$ cat config.mk
export PLATFORM = sky130hd
export DESIGN_NAME = wb_port_arbiter
export DESIGN_NICKNAME = d
export VERILOG_FILES = /design/src/rtl/wb_port_arbiter.sv
export SDC_FILE = /design/constraint.sdc
export NUM_CORES = 1
export LEC_CHECK = 0
export CAP_MARGIN = 10
export CORE_UTILIZATION = 45
export DETAILED_ROUTE_END_ITERATION = 16
export HOLD_SLACK_MARGIN = 0.08
export PLACE_DENSITY_LB_ADDON = 0.25
export SLEW_MARGIN = 25
export SYNTH_ARGS = -nofsm -noshare
export SYNTH_HDL_FRONTEND = slang
export SYNTH_SLANG_ARGS = --single-unit
$ cat constraint.sdc
create_clock -name clk -period 2.85 [get_ports clk]
set_input_delay 0.57 -clock clk [delete_from_list [all_inputs] [get_ports clk]]
set_output_delay 0.57 -clock clk [all_outputs]
set_load 0.01 [all_outputs]
$ cat src/rtl/wb_port_arbiter.sv
// Register-file write-port arbiter: loads win, losing ALU writes queue in a DEPTH-entry FIFO, 1-cycle registered write.
// Optional WB_BYPASS_EN adds a combinational lookup (byAddr/byHit/byData) into the pending ALU writes.
module wb_port_arbiter #(
  parameter int DEPTH        = 4,
  parameter int MAX_LOAD_RUN = 3,
  parameter int CW           = $clog2(DEPTH) + 1
) (
  input  logic          clk,
  input  logic          nReset,
  input  logic          aluWbValid,
  input  logic [3:0]    aluWbAddr,
  input  logic [31:0]   aluWbData,
  input  logic          loadValid,
  input  logic [3:0]    loadAddr,
  input  logic [31:0]   loadData,
  output logic          loadReady,
  output logic          aluStall,
  output logic          rfWriteEn,
  output logic [3:0]    rfWriteAddr,
  output logic [31:0]   rfWriteData,
`ifdef WB_BYPASS_EN
  input  logic [3:0]    byAddr,
  output logic          byHit,
  output logic [31:0]   byData,
`endif
  output logic [CW-1:0] pendingCount
);

  localparam int PW = (DEPTH > 1) ? $clog2(DEPTH) : 1;
  localparam int RW = $clog2(MAX_LOAD_RUN + 1);

  logic [3:0]    fifo_addr [DEPTH];
  logic [31:0]   fifo_data [DEPTH];
  logic [PW-1:0] rd_ptr;
  logic [PW-1:0] wr_ptr;
  logic [CW-1:0] count;
  logic [RW-1:0] run_cnt;

  logic fifo_empty;
  logic load_acc;
  logic alu_acc;
  logic grant_load;
  logic grant_fifo;
  logic grant_alu;
  logic enq;
  logic deq;

  assign fifo_empty   = (count == '0);
  assign pendingCount = count;

  // Full stall holds even when the head drains this cycle: no full-bypass path.
  assign aluStall  = !nReset || (count == CW'(DEPTH));
  assign loadReady = nReset && !(!fifo_empty && (run_cnt == RW'(MAX_LOAD_RUN)));

  assign load_acc   = loadValid && loadReady;
  assign alu_acc    = aluWbValid && !aluStall;
  assign grant_load = load_acc;
  assign grant_fifo = !load_acc && !fifo_empty;
  assign grant_alu  = !load_acc && fifo_empty && alu_acc;
  assign enq        = alu_acc && !grant_alu;
  assign deq        = grant_fifo;

  always_ff @(posedge clk) begin
    if (!nReset) begin
      rd_ptr      <= '0;
      wr_ptr      <= '0;
      count       <= '0;
      run_cnt     <= '0;
      rfWriteEn   <= 1'b0;
      rfWriteAddr <= '0;
      rfWriteData <= '0;
    end else begin
      if (enq) wr_ptr <= wr_ptr + PW'(1);
      if (deq) rd_ptr <= rd_ptr + PW'(1);
      count <= count + CW'(enq) - CW'(deq);

      if (fifo_empty || !grant_load) run_cnt <= '0;
      else                           run_cnt <= run_cnt + RW'(1);

      rfWriteEn <= grant_load || grant_fifo || grant_alu;
      if (grant_load) begin
        rfWriteAddr <= loadAddr;
        rfWriteData <= loadData;
      end else if (grant_fifo) begin
        rfWriteAddr <= fifo_addr[rd_ptr];
        rfWriteData <= fifo_data[rd_ptr];
      end else if (grant_alu) begin
        rfWriteAddr <= aluWbAddr;
        rfWriteData <= aluWbData;
      end
    end
  end

  always_ff @(posedge clk) begin
    if (enq) begin
      fifo_addr[wr_ptr] <= aluWbAddr;
      fifo_data[wr_ptr] <= aluWbData;
    end
  end

`ifdef WB_BYPASS_EN
  // Scan oldest to youngest so the youngest match wins.
  always_comb begin
    byHit  = 1'b0;
    byData = '0;
    for (int i = 0; i < DEPTH; i++) begin
      if ((CW'(i) < count) && (fifo_addr[rd_ptr + PW'(i)] == byAddr)) begin
        byHit  = 1'b1;
        byData = fifo_data[rd_ptr + PW'(i)];
      end
    end
  end
`endif

endmodule

# --- Word level (Yosys, flattened, before mapping) ---
# Memory sizes are Yosys's and may differ from the RTL's. A register that Yosys moved wholly into a read port is not among the register bits.
# Index checks and enable logic that the tools add are counted.
word_totals:
  regBits: 46
  latchBits: 0
  ramBits: 144
  romBits: 0
  in_bits: 76
  out_inout_bits: 42
  word_cells: 50
  mem_count: 2
mem_list:
  columns: ["name", "depth", "word_bits", "rd", "rd_ports_with_merged_regs", "write_ports", "line_no", "rtl"]
  rows:
  - ["fifo_data", 4, 32, 1, 1, 1, "33", "logic [31:0] fifo_data [DEPTH];"]
  - ["fifo_addr", 4, 4, 1, 1, 1, "32", "logic [3:0] fifo_addr [DEPTH];"]
classes:
  add_sub_neg: 5
  mul: 0
  div_mod_pow: 0
  order_cmp: 0
  n_eq_ne: 2
  n_shift: 0
  n_mux: 12
  bitwise_logic: 1
  n_reduce_logical: 21
op_table:
  columns: ["cell", "count"]
  rows:
  - ["$mux 32", 3]
  - ["$mux 4", 3]
  - ["$logic_and 1x1->1", 8]
  - ["$mux 2", 4]
  - ["$add 2x1->2 const B", 3]
  - ["$logic_not 1->1", 6]
  - ["$logic_or 1x1->1", 4]
  - ["$add 3x1->3", 1]
  - ["$eq 3x3->1 const B", 1]
  - ["$logic_not 3->1", 1]
  - ["$reduce_bool 3->1", 1]
  - ["$sub 3x1->3", 1]
  - ["$eq 2x2->1 const B", 1]
  - ["$mux 1", 2]
  - ["$reduce_or 2->1", 1]
  - ["$not 1->1", 1]

# --- Depth between registers and ports, before layout ---
logic_depth:
  depth_word: 13
  mapped_depth: 12
  ltp_nobuf: 11

# --- Worst setup path before layout ---
# No wires, ideal clock.
synth_timing:
  path_type: "input -> register"
  from: "input nReset"
  to: "register count[2] (netlist: pendingCount[2])"
  setup_time_ns: 0.115
  arrival_time_ns: 2.516
  required_ns: 2.735
  slack_ns: 0.219
  cell_stages: 11
  path_buffers: 1
  cell_sequence: "buf_2 > a2111oi_4 > nor2_2 > clkinv_2 > ha_1 > inv_1 > ha_1 > fa_1 > xnor2_1 > xnor2_1 > and2_1"
synth_between:
  elab_chain_len: 9
  word_cells_on_any_way: 14
  cone_classes: "add/sub: 2; reduce/logical: 12"
synth_rtl:
  columns: ["item", "line_no", "rtl"]
  rows:
  - ["start, declared", "9", "input logic nReset,"]
  - ["$logic_and 1x1->1 / $logic_not 1->1 (equally long branches)", null, null]
  - ["$logic_and 1x1->1 / $logic_or 1x1->1 (equally long branches)", "55, 52", null]
  - ["$logic_not 1->1, on equally long branches", "58, 59, 56", null]
  - ["$logic_and 1x1->1, on equally long branches", "59, 56", null]
  - ["$logic_and 1x1->1", "59", "assign grant_alu = !load_acc && fifo_empty && alu_acc;"]
  - ["$logic_not 1->1", "60", "assign enq = alu_acc && !grant_alu;"]
  - ["$logic_and 1x1->1", "60", null]
  - ["$add 3x1->3", "75", "count <= count + CW'(enq) - CW'(deq);"]
  - ["$sub 3x1->3", "75", null]
  - ["end signal, assigned", "75", null]
  - ["end, declared", "36", "logic [CW-1:0] count;"]
# Several ways; a longest one is shown, not always the timed one.
# A chain may end at the register's enable or synchronous reset.

# --- Worst setup path in the final report ---
layout_timing:
  from: "register count[2] (netlist: pendingCount[2])"
  to: "output aluStall"
layout_between:
  elab_chain_len: 2
layout_rtl:
  columns: ["item", "line_no", "rtl"]
  rows:
  - ["$eq 3x3->1", "52", "assign aluStall = !nReset || (count == CW'(DEPTH));"]
  - ["$logic_or 1x1->1", "52", null]
  - ["end, declared", "17", "output logic aluStall,"]
# Every way passes these cells.

==> results.toml <==
[die]
die_h_um = 131
design.die.area_sq_um = 17100
design.core.area_sq_um = 16100
floorplan.rows = 46
dieWidth_um = 131
initial_core_util = 0.466
num_io_pins = 118

[cts]
clock_latency_ps = 430
clkTransAtPathRegs_ps = 70
clockBufferDepth = 2
cts_sinks = 192
post_cts_resize_count = 0
cts_htree_levels = 4
tritoncts = "built"
cts_made_buffers = 17
clockRootBuffer = "sky130_fd_sc_hd__clkbuf_16"
post_cts_hold_buffer_count = 0
total_setup_buffers_inserted_after_cts = 0

[route]
1st_iter_drt_viols = 297
drt_first_pass_iters = 4
routed-via-count = 4563
drt-total-wl_mm = 16.7
avgViaCountPerCell = 5.60
drt_drc_violations_left = 0
ant_nets = 0
wire_per_inst_um = 20.4

[yosys]
yosysWarnings = 0
synthDominantAreaCellType = "sky130_fd_sc_hd__edfxtp_1"
yosysUniqueCellTypes = 37
synth-main-ff-cell = "sky130_fd_sc_hd__edfxtp_1"
post_synth_most_frequent_cells = "sky130_fd_sc_hd__edfxtp_1, sky130_fd_sc_hd__a21oi_1, sky130_fd_sc_hd__dfxtp_1"
synth_async_sr_flop_share = 0
synth.most_common_cell = "sky130_fd_sc_hd__edfxtp_1"
synth-seq-area-share = 0.707
post_synth_main_area_contributors = "sky130_fd_sc_hd__edfxtp_1, sky130_fd_sc_hd__dfxtp_1, sky130_fd_sc_hd__mux4_2"
syn_avg_cell_area_sq_um = 16.4
netlist_area_before_placement_sq_um = 7480
synth_largest_type_area_fraction = 0.578
mappedNetlistNets = 541
synthesis_stage_register_bit_count = 192
instance_count_of_the_mapped_netlist = 457
synth_enable_flop_cells = 144

[pwr]
vdd.ir_drop.worst_mv = 0.511
pwr_density_cell_nw_per_um2 = 891
leakage_nw = 3.17

[placed_design]
dp.final_hpwl_mm = 10.5
dp_cells = 783
routabilityCongestion = 0.777
placed_area_sq_um = 9000
port_buffers = 117

[cells_and_area]
final_core_utilization = 0.595
final_cell_count_no_fill = 815
finish.net_count = 670
register_area_sq_um = 5290
multi_input_area_sq_um = 2020
filler_cell_count = 1201
synthToLayoutAreaGrowth_pct = 27.7
final_layout_size_suffix_gt1_frac = 0.172
final_cell_area_sq_um = 9550
antenna_cells = 0

[timing]
timing.clock.skew_ps = 9.31
worst_max_slew_margin_expressed_relative_to_the_limit = 0.586
fraction_of_the_cycle_the_final_worst_path_needs = 0.921
worst_hold_slack_ps = 458
finalSetupViolations = 0
tightestPinTransition_ps = 622
fmax_mhz = 381
grt_setup_unrepaired = "false"
final.min_clock_period_ps = 2620
timing_max_transition_violations_final = 0
hold_viol = 0

[job]
maxCapViolCount = 0

[setup_path]
worstPathMaxFanout = 7
crit_required_ps = 2280
critical_path_class = "reg2out"
ff2ff_path_depth = 11
endpoint_kind = "output pin"
setup.worst_path.start_class = "flop"
arrival_ps = 2050

[grt]
grt_start_max_net_pins = 36
number_of_global_route_vias_before_repair = 4654
grt_antenna_before_repair = 0
global_route_wire_length_before_repair_mm = 25.4
globalRouteOverflowTotal = 0
grt_use_total = 0.209

[run_status]
outcome = "finished clean"

[min_path]
worst_hold_path.num_cells = 1
tightest_hold_check_type = "reg2reg"
-- report_power, final --
| group | leakage (nW) | total (mW) | switching [mW] | internal, mW |
|---|---|---|---|---|
| registers | 1.70 | 3.64 | 0.262 | 3.38 |
| logic | 1.19 | 2.64 | 1.28 | 1.36 |
| clock network | 0.272 | 2.23 | 0.995 | 1.24 |
| total | 3.17 | 8.51 | 2.53 | 5.98 |
-- path summary, 6_finish.rpt --
path                                       from         endpoint  slack, ps
worst min-delay path                 run_cnt[0]       run_cnt[0]        460
worst min register to register       run_cnt[0]       run_cnt[0]        460
worst max register to register  pendingCount[2]  pendingCount[2]        360
worst max-delay path            pendingCount[2]         aluStall        230
-- cell type report --
| type | count | share of cell area |
|---|---|---|
| sequential | 192 | 0.553 |
| multi-input combinational | 227 | 0.211 |
| timing repair buffer | 141 | 0.146 |
| clock buffer | 21 | 0.0471 |
| tap | 216 | 0.0283 |
| clock inverter | 11 | 0.0111 |
| inverter | 7 | 0.00288 |
-- metrics by stage --
step	setup TNS (ps)	power, mW	worst slack (ps)
3_5_place_dp	-99.3	6.35	-99.3
3_3_place_gp	0	6.28	7.25
4_1_cts	0	8.60	189
6_report	0	8.51	226
5_1_grt	0	8.97	153
2_1_floorplan	0	5.21	219
-- worst max-delay path, stage by stage, from the launching register on --
cell and delay, ps:
sky130_fd_sc_hd__dfxtp_1 510, sky130_fd_sc_hd__or3b_2 510, sky130_fd_sc_hd__nand2_1 80, sky130_fd_sc_hd__clkdlybuf4s50_1 520
-- sequential cells by signal (all words and copies together), names as in the netlist, named ones only --
name,flops
fifo_addr,16
rfWriteEn,1
rfWriteAddr,4
rd_ptr,2
wr_ptr,2
fifo_data,128
run_cnt,2
rfWriteData,32
pendingCount,3
-- cells by family (layout without fill, tap and decap cells) --
logic type,count (synthesis),after routing,synth area share
AOI/OAI and AO/OA,145,145,0.113
xor gates and xnor gates,5,5,0.00585
adders and majority gates,8,8,0.0144
buffers and inverters,38,180,0.0249
DFF,192,192,0.707
muxes,37,37,0.110
and+or+nand+nor,32,32,0.0258
-- cells in the final DEF, fill, tap and decap left out, types with 2 or more instances in the layout --
cell type and count:
sky130_fd_sc_hd__buf_12 4, sky130_fd_sc_hd__inv_6 3, sky130_fd_sc_hd__dfxtp_2 2, sky130_fd_sc_hd__inv_1 5, sky130_fd_sc_hd__nand3_1 2, sky130_fd_sc_hd__and2_1 9, sky130_fd_sc_hd__o21ai_0 36, sky130_fd_sc_hd__mux4_2 36
sky130_fd_sc_hd__clkinv_2 3, sky130_fd_sc_hd__dfxtp_1 46, sky130_fd_sc_hd__and2_2 5, sky130_fd_sc_hd__nand2_1 4, sky130_fd_sc_hd__a21oi_1 69, sky130_fd_sc_hd__clkbuf_16 17, sky130_fd_sc_hd__ha_1 7, sky130_fd_sc_hd__a22oi_1 34
sky130_fd_sc_hd__nor3_1 3, sky130_fd_sc_hd__buf_4 20, sky130_fd_sc_hd__xnor2_1 5, sky130_fd_sc_hd__clkinv_4 2, sky130_fd_sc_hd__clkdlybuf4s50_1 116, sky130_fd_sc_hd__edfxtp_1 144, sky130_fd_sc_hd__clkbuf_1 3
-- metal layers --
metal	share of wire	track usage	up-vias
li1	-	-	2067
met1	0.44	0.273	2329
met2	0.50	0.344	153
met3	0.052	0.0407	14
met4	0.012	0.0899	0
met5	0	0	-
Power figures use the tool's default switching activity.
